[src/rtl/req_pkg.sv]
// Shared widths, request payload and issuer state encoding for the
// request pulse issuer and its FIFO.
package req_pkg;

  localparam int ADDR_W = 8;
  localparam int DATA_W = 16;

  typedef struct packed {
    logic [ADDR_W-1:0] addr;
    logic [DATA_W-1:0] data;
  } req_t;

  typedef enum logic [1:0] {
    IDLE  = 2'd0,
    ISSUE = 2'd1,
    GAP   = 2'd2
  } issuer_state_e;

endpackage

[src/rtl/req_fifo.sv]
// Single-clock FIFO of request entries with occupancy count.
// Reset is synchronous and active-low; DEPTH must be a power of two.
module req_fifo
  import req_pkg::*;
#(
  parameter type entry_t = req_t,
  parameter int  DEPTH   = 4,
  localparam int CNT_W   = $clog2(DEPTH+1)
) (
  input  logic             clk,
  input  logic             resetn,
  input  logic             push_i,
  input  entry_t           din_i,
  input  logic             pop_i,
  output entry_t           dout_o,
  output logic             full_o,
  output logic             empty_o,
  output logic [CNT_W-1:0] count_o
);

  localparam int PTR_W = $clog2(DEPTH);

  entry_t           mem_q [DEPTH];
  logic [PTR_W-1:0] wr_ptr_q, rd_ptr_q;
  logic [CNT_W-1:0] count_q;
  logic             push_ok, pop_ok;

  assign full_o  = (count_q == CNT_W'(DEPTH));
  assign empty_o = (count_q == '0);
  assign count_o = count_q;
  assign dout_o  = mem_q[rd_ptr_q];

  assign push_ok = push_i && !full_o;
  assign pop_ok  = pop_i && !empty_o;

  // Pointers wrap naturally because DEPTH is a power of two.
  always_ff @(posedge clk) begin
    if (!resetn) begin
      wr_ptr_q <= '0;
      rd_ptr_q <= '0;
      count_q  <= '0;
    end else begin
      if (push_ok) wr_ptr_q <= wr_ptr_q + 1'b1;
      if (pop_ok)  rd_ptr_q <= rd_ptr_q + 1'b1;
      case ({push_ok, pop_ok})
        2'b10:   count_q <= count_q + 1'b1;
        2'b01:   count_q <= count_q - 1'b1;
        default: count_q <= count_q;
      endcase
    end
  end

  always_ff @(posedge clk) begin
    if (push_ok) mem_q[wr_ptr_q] <= din_i;
  end

endmodule

[src/rtl/req_pulse_issuer.sv]
// Buffers master write requests and issues each one to the router as a
// single-cycle valid pulse, separated by at least GAP idle cycles.
module req_pulse_issuer #(
  parameter int  ADDR_W = req_pkg::ADDR_W,
  parameter int  DATA_W = req_pkg::DATA_W,
  parameter int  DEPTH  = 4,
  parameter int  GAP    = 1,
  localparam int CNT_W  = $clog2(DEPTH+1)
) (
  input  logic              clk,
  input  logic              resetn,
  input  logic              s_valid,
  output logic              s_ready,
  input  logic [ADDR_W-1:0] s_addr,
  input  logic [DATA_W-1:0] s_data,
  input  logic              issue_en,
  output logic              valid,
  output logic [ADDR_W-1:0] addr_out,
  output logic [DATA_W-1:0] data_out,
  output logic [CNT_W-1:0]  count,
  output logic              busy
);

  localparam int GW = (GAP > 1) ? $clog2(GAP) : 1;

  typedef struct packed {
    logic [ADDR_W-1:0] addr;
    logic [DATA_W-1:0] data;
  } entry_t;

  req_pkg::issuer_state_e state_q, state_d;
  logic [GW-1:0]          gap_q, gap_d;
  logic                   valid_q, valid_d;
  logic [ADDR_W-1:0]      addr_q, addr_d;
  logic [DATA_W-1:0]      data_q, data_d;

  entry_t           push_req, head;
  logic             pop;
  logic             fifo_full, fifo_empty;
  logic [CNT_W-1:0] fifo_count;

  assign push_req = {s_addr, s_data};

  req_fifo #(
    .entry_t (entry_t),
    .DEPTH   (DEPTH)
  ) u_fifo (
    .clk     (clk),
    .resetn  (resetn),
    .push_i  (s_valid),
    .din_i   (push_req),
    .pop_i   (pop),
    .dout_o  (head),
    .full_o  (fifo_full),
    .empty_o (fifo_empty),
    .count_o (fifo_count)
  );

  always_comb begin
    state_d = state_q;
    gap_d   = gap_q;
    pop     = 1'b0;
    valid_d = 1'b0;
    addr_d  = '0;
    data_d  = '0;
    case (state_q)
      req_pkg::IDLE: begin
        if (!fifo_empty && issue_en) begin
          pop     = 1'b1;
          state_d = req_pkg::ISSUE;
        end
      end
      req_pkg::ISSUE: begin
        if (GAP != 0) begin
          gap_d   = GW'(GAP - 1);
          state_d = req_pkg::GAP;
        end else if (!fifo_empty && issue_en) begin
          pop = 1'b1;
        end else begin
          state_d = req_pkg::IDLE;
        end
      end
      req_pkg::GAP: begin
        if (gap_q == '0) state_d = req_pkg::IDLE;
        else             gap_d   = gap_q - 1'b1;
      end
      default: state_d = req_pkg::IDLE;
    endcase
    // Payload is only presented alongside the pulse; zero otherwise.
    if (pop) begin
      valid_d = 1'b1;
      addr_d  = head.addr;
      data_d  = head.data;
    end
  end

  always_ff @(posedge clk) begin
    if (!resetn) begin
      state_q <= req_pkg::IDLE;
      gap_q   <= '0;
      valid_q <= 1'b0;
      addr_q  <= '0;
      data_q  <= '0;
    end else begin
      state_q <= state_d;
      gap_q   <= gap_d;
      valid_q <= valid_d;
      addr_q  <= addr_d;
      data_q  <= data_d;
    end
  end

  assign s_ready  = !fifo_full;
  assign valid    = valid_q;
  assign addr_out = addr_q;
  assign data_out = data_q;
  assign count    = fifo_count;
  assign busy     = (fifo_count != '0) || (state_q != req_pkg::IDLE);

endmodule

[config.mk]
export PLATFORM = sky130hd
export DESIGN_NAME = req_pulse_issuer
export DESIGN_NICKNAME = d
export VERILOG_FILES = /design/src/rtl/req_pkg.sv /design/src/rtl/req_fifo.sv /design/src/rtl/req_pulse_issuer.sv
export SDC_FILE = /design/constraint.sdc
export NUM_CORES = 1
export LEC_CHECK = 0
export ABC_AREA = 1
export CAP_MARGIN = 20
export CORE_AREA = 3 3 123 125
export DETAILED_ROUTE_END_ITERATION = 8
export DIE_AREA = 0 0 126 128
export HOLD_SLACK_MARGIN = 0.12
export SLEW_MARGIN = 40
export SYNTH_ARGS = -nofsm -noshare
export SYNTH_HDL_FRONTEND = slang
export SYNTH_SLANG_ARGS = --single-unit
[constraint.sdc]
create_clock -name clk -period 2.4 [get_ports clk]
set_input_delay 0.6 -clock clk [delete_from_list [all_inputs] [get_ports clk]]
set_output_delay 0.6 -clock clk [all_outputs]
set_load 0.1 [all_outputs]
==> metrics <==
die area 16100 um^2; drt drc 0; quantity of gates resized following cts 0; period utilization 91.7%; clk sinks 130; nature of the critical path endpoint primary output; vias in the first global route 3054; Clock Skews 0.00657 ns; final setup fails 0; share of cells above drive strength 1 19.1%; Final nets 488; Final Max Slew Viols 0; leakage 2.28 nW; GP Congestion 0.707; first-pass GRT wire length 15500 um; vias per inst 4.58; worst-case vdd ir drop 0.000564 V; WP data required 1.80 ns; WL per Instance 14.9 um; Max clock buf depth 2; Antenna Nets Post-Route 0; Post-Syn Area 4810 um^2; Highest Clock Rate 454 MHz; H-tree depth 4; global route total overflow 0; standard-cell rows 43; Final HPWL DP 5670 um; worst-margin pin slew 0.557 ns; Synth area leader edfxtp_1; Die Wd 126 um; cts bufs inserted 17; fin worst setup slack 0.199 ns; post-route minimum period 2.20 ns; CP Cell Sequence inv_1 > nand3_2 > or2_2 > buf_12; final total power 7.43 mW; Post-Place Worst Slack -0.0200 ns; Yosys warning total 0; TNS Setup 0 ns; Worst Setup Start Kind register; initial core utilization 34.4%; sequential share of the synthesized area 74.1%; 1st-pass router iterations 8; Hold Slack 0.424 ns; CP max FO 5; Die Ht 128 um; Largest stage delay, worst path 0.33 ns; CTS Root Buffer Type clkbuf_16; Vias 2962; hold-fix buffers at CTS 0; IO buf count 57; Data arrival, critical path 1.60 ns; Yosys reg bits 130; Layout Area Growth over Synthesis 28.3%; CTS tree yes; Reg2Reg Depth 13; critical path type register to primary output; status complete, no violations; Routed WL 9650 um; Post-CTS Setup Repair Bufs 0; post-synthesis area per instance 12.6 um^2; Initial DRC Count 204; Pwr Density 1200 nW/um^2; Hold Path Class register to register; clock transition at the registers of the reported paths 0.06 ns; Hold Path Stages 1; Synth Instances 383; max-cap violation count 0; syn_nets 417; core area 14000 um^2; n_diodes 0; Fillers 1273; # IOs 58; antenna violations before repair 0; RSZ-0062 raised after global routing false; Final Hold Viols 0; post-synthesis cell type count 25; share of Yosys cell area claimed by the top area cell type 60.0%; slowest CP cell or2_2; Total Routing Usage GR 12.8%; synth top area cells edfxtp_1 (60%), dfxtp_1 (14%), nor2_1 (8.1%); largest net degree at the start of global routing 50; clk_lat worst skew 0.41 ns; Max-Slew Margin vs Limit 62.8%
-- cell type report --
type / instances / area (um^2) / area share [%]
clock buffer: 21 / 440 / 7.14
clock inverter: 11 / 138 / 2.23
inverter: 21 / 78.8 / 1.28
multi-input combinational: 214 / 1060 / 17.1
sequential: 130 / 3570 / 57.9
tap: 180 / 225 / 3.65
timing repair buffer: 70 / 656 / 10.6
-- cells in the final DEF (no fill, tap or decap), types with 4 or more instances in the layout --
cell type / instances
clkdlybuf4s50_1: 27
clkbuf_16: 17
edfxtp_1: 96
o21ai_0: 34
nor2_1: 100
dfxtp_1: 30
nand2_1: 14
clkbuf_1: 4
o21ai_1: 16
nand3_1: 4
buf_4: 38
nor2_4: 5
a21oi_1: 27
clkinv_2: 4
buf_12: 5
ha_1: 5
inv_1: 18
-- sequential cells by signal, indices dropped and copies added (netlist names) --
signal,count
state_q,2
data_out,16
u_fifo.mem_q,96
u_fifo.count_o,3
valid,1
u_fifo.rd_ptr_q,2
u_fifo.wr_ptr_q,2
addr_out,8
-- power breakdown --
| group | total, mW | internal (mW) | switching [mW] | leakage, nW |
|---|---|---|---|---|
| logic | 2.15 | 0.543 | 1.61 | 0.847 |
| registers | 2.77 | 2.68 | 0.0897 | 1.16 |
| clock network | 2.51 | 1.62 | 0.885 | 0.278 |
| total | 7.43 | 4.84 | 2.59 | 2.28 |
-- worst max-delay path: cells and delay by family (launching register included) --
kind,cells,cell delay (ns)
buffers and inverters,2,0.36
flip-flops,1,0.31
AND/OR/NAND/NOR,2,0.51
-- metal layers --
| layer | routed length (um) | GRT usage, % | vias to the layer above | share of wire (%) |
|---|---|---|---|---|
| li1 | - | - | 1457 | - |
| met1 | 4270 | 15.3 | 1418 | 44 |
| met2 | 4710 | 20.8 | 77 | 49 |
| met3 | 539 | 3.92 | 10 | 5.6 |
| met4 | 125 | 6.69 | 0 | 1.3 |
| met5 | 0 | 0 | - | 0 |
-- kinds of logic (layout without fill, tap and decap cells) --
| family | Yosys count | in the layout | synth area share, % |
|---|---|---|---|
| AO/OA/AOI/OAI | 79 | 79 | 8.38 |
| adder cells (fa/ha/maj) | 6 | 6 | 1.72 |
| buffers and inverters | 39 | 123 | 4.76 |
| flip-flops | 130 | 130 | 74.1 |
| AND/OR/NAND/NOR | 129 | 129 | 11.0 |
-- final timing paths --
kind                                  start                              to  slack (ns)
max reg2reg  u_fifo.count_o[0]$_SDFFE_PN0P_  u_fifo.count_o[2]$_SDFFE_PN0P_        0.61
min                 state_q[1]$_SDFFE_PN0P_         state_q[1]$_SDFFE_PN0P_        0.42
max          u_fifo.count_o[0]$_SDFFE_PN0P_                            busy        0.20
min reg2reg         state_q[1]$_SDFFE_PN0P_         state_q[1]$_SDFFE_PN0P_        0.42
-- through the flow --
step / utilization (%) / cell area [um^2] / std cells
after floorplan: - / 4860 / 383
after global placement: 39.9 / 5590 / 615
after detailed placement: 39.9 / 5590 / 615
after CTS: 44.1 / 6170 / 647
after global routing: 44.1 / 6170 / 647
final: 44.1 / 6170 / 647
-- cell usage after synthesis --
cell type and number:
nor2_4 1, buf_12 1, inv_2 3, nand2_2 1
nand3_2 2, o21ai_1 16, clkbuf_2 4, edfxtp_1 96
nand3_1 4, nand3_4 1, nand2_1 14, inv_1 18
nor2_1 104, ha_1 5, o21ai_0 34, a21oi_2 2
a21oi_1 27, nor3_1 1, fa_1 1, buf_8 1
buf_2 4, buf_6 4, buf_4 4, or2_2 1
dfxtp_1 34
(Power assumes the default switching activity.)
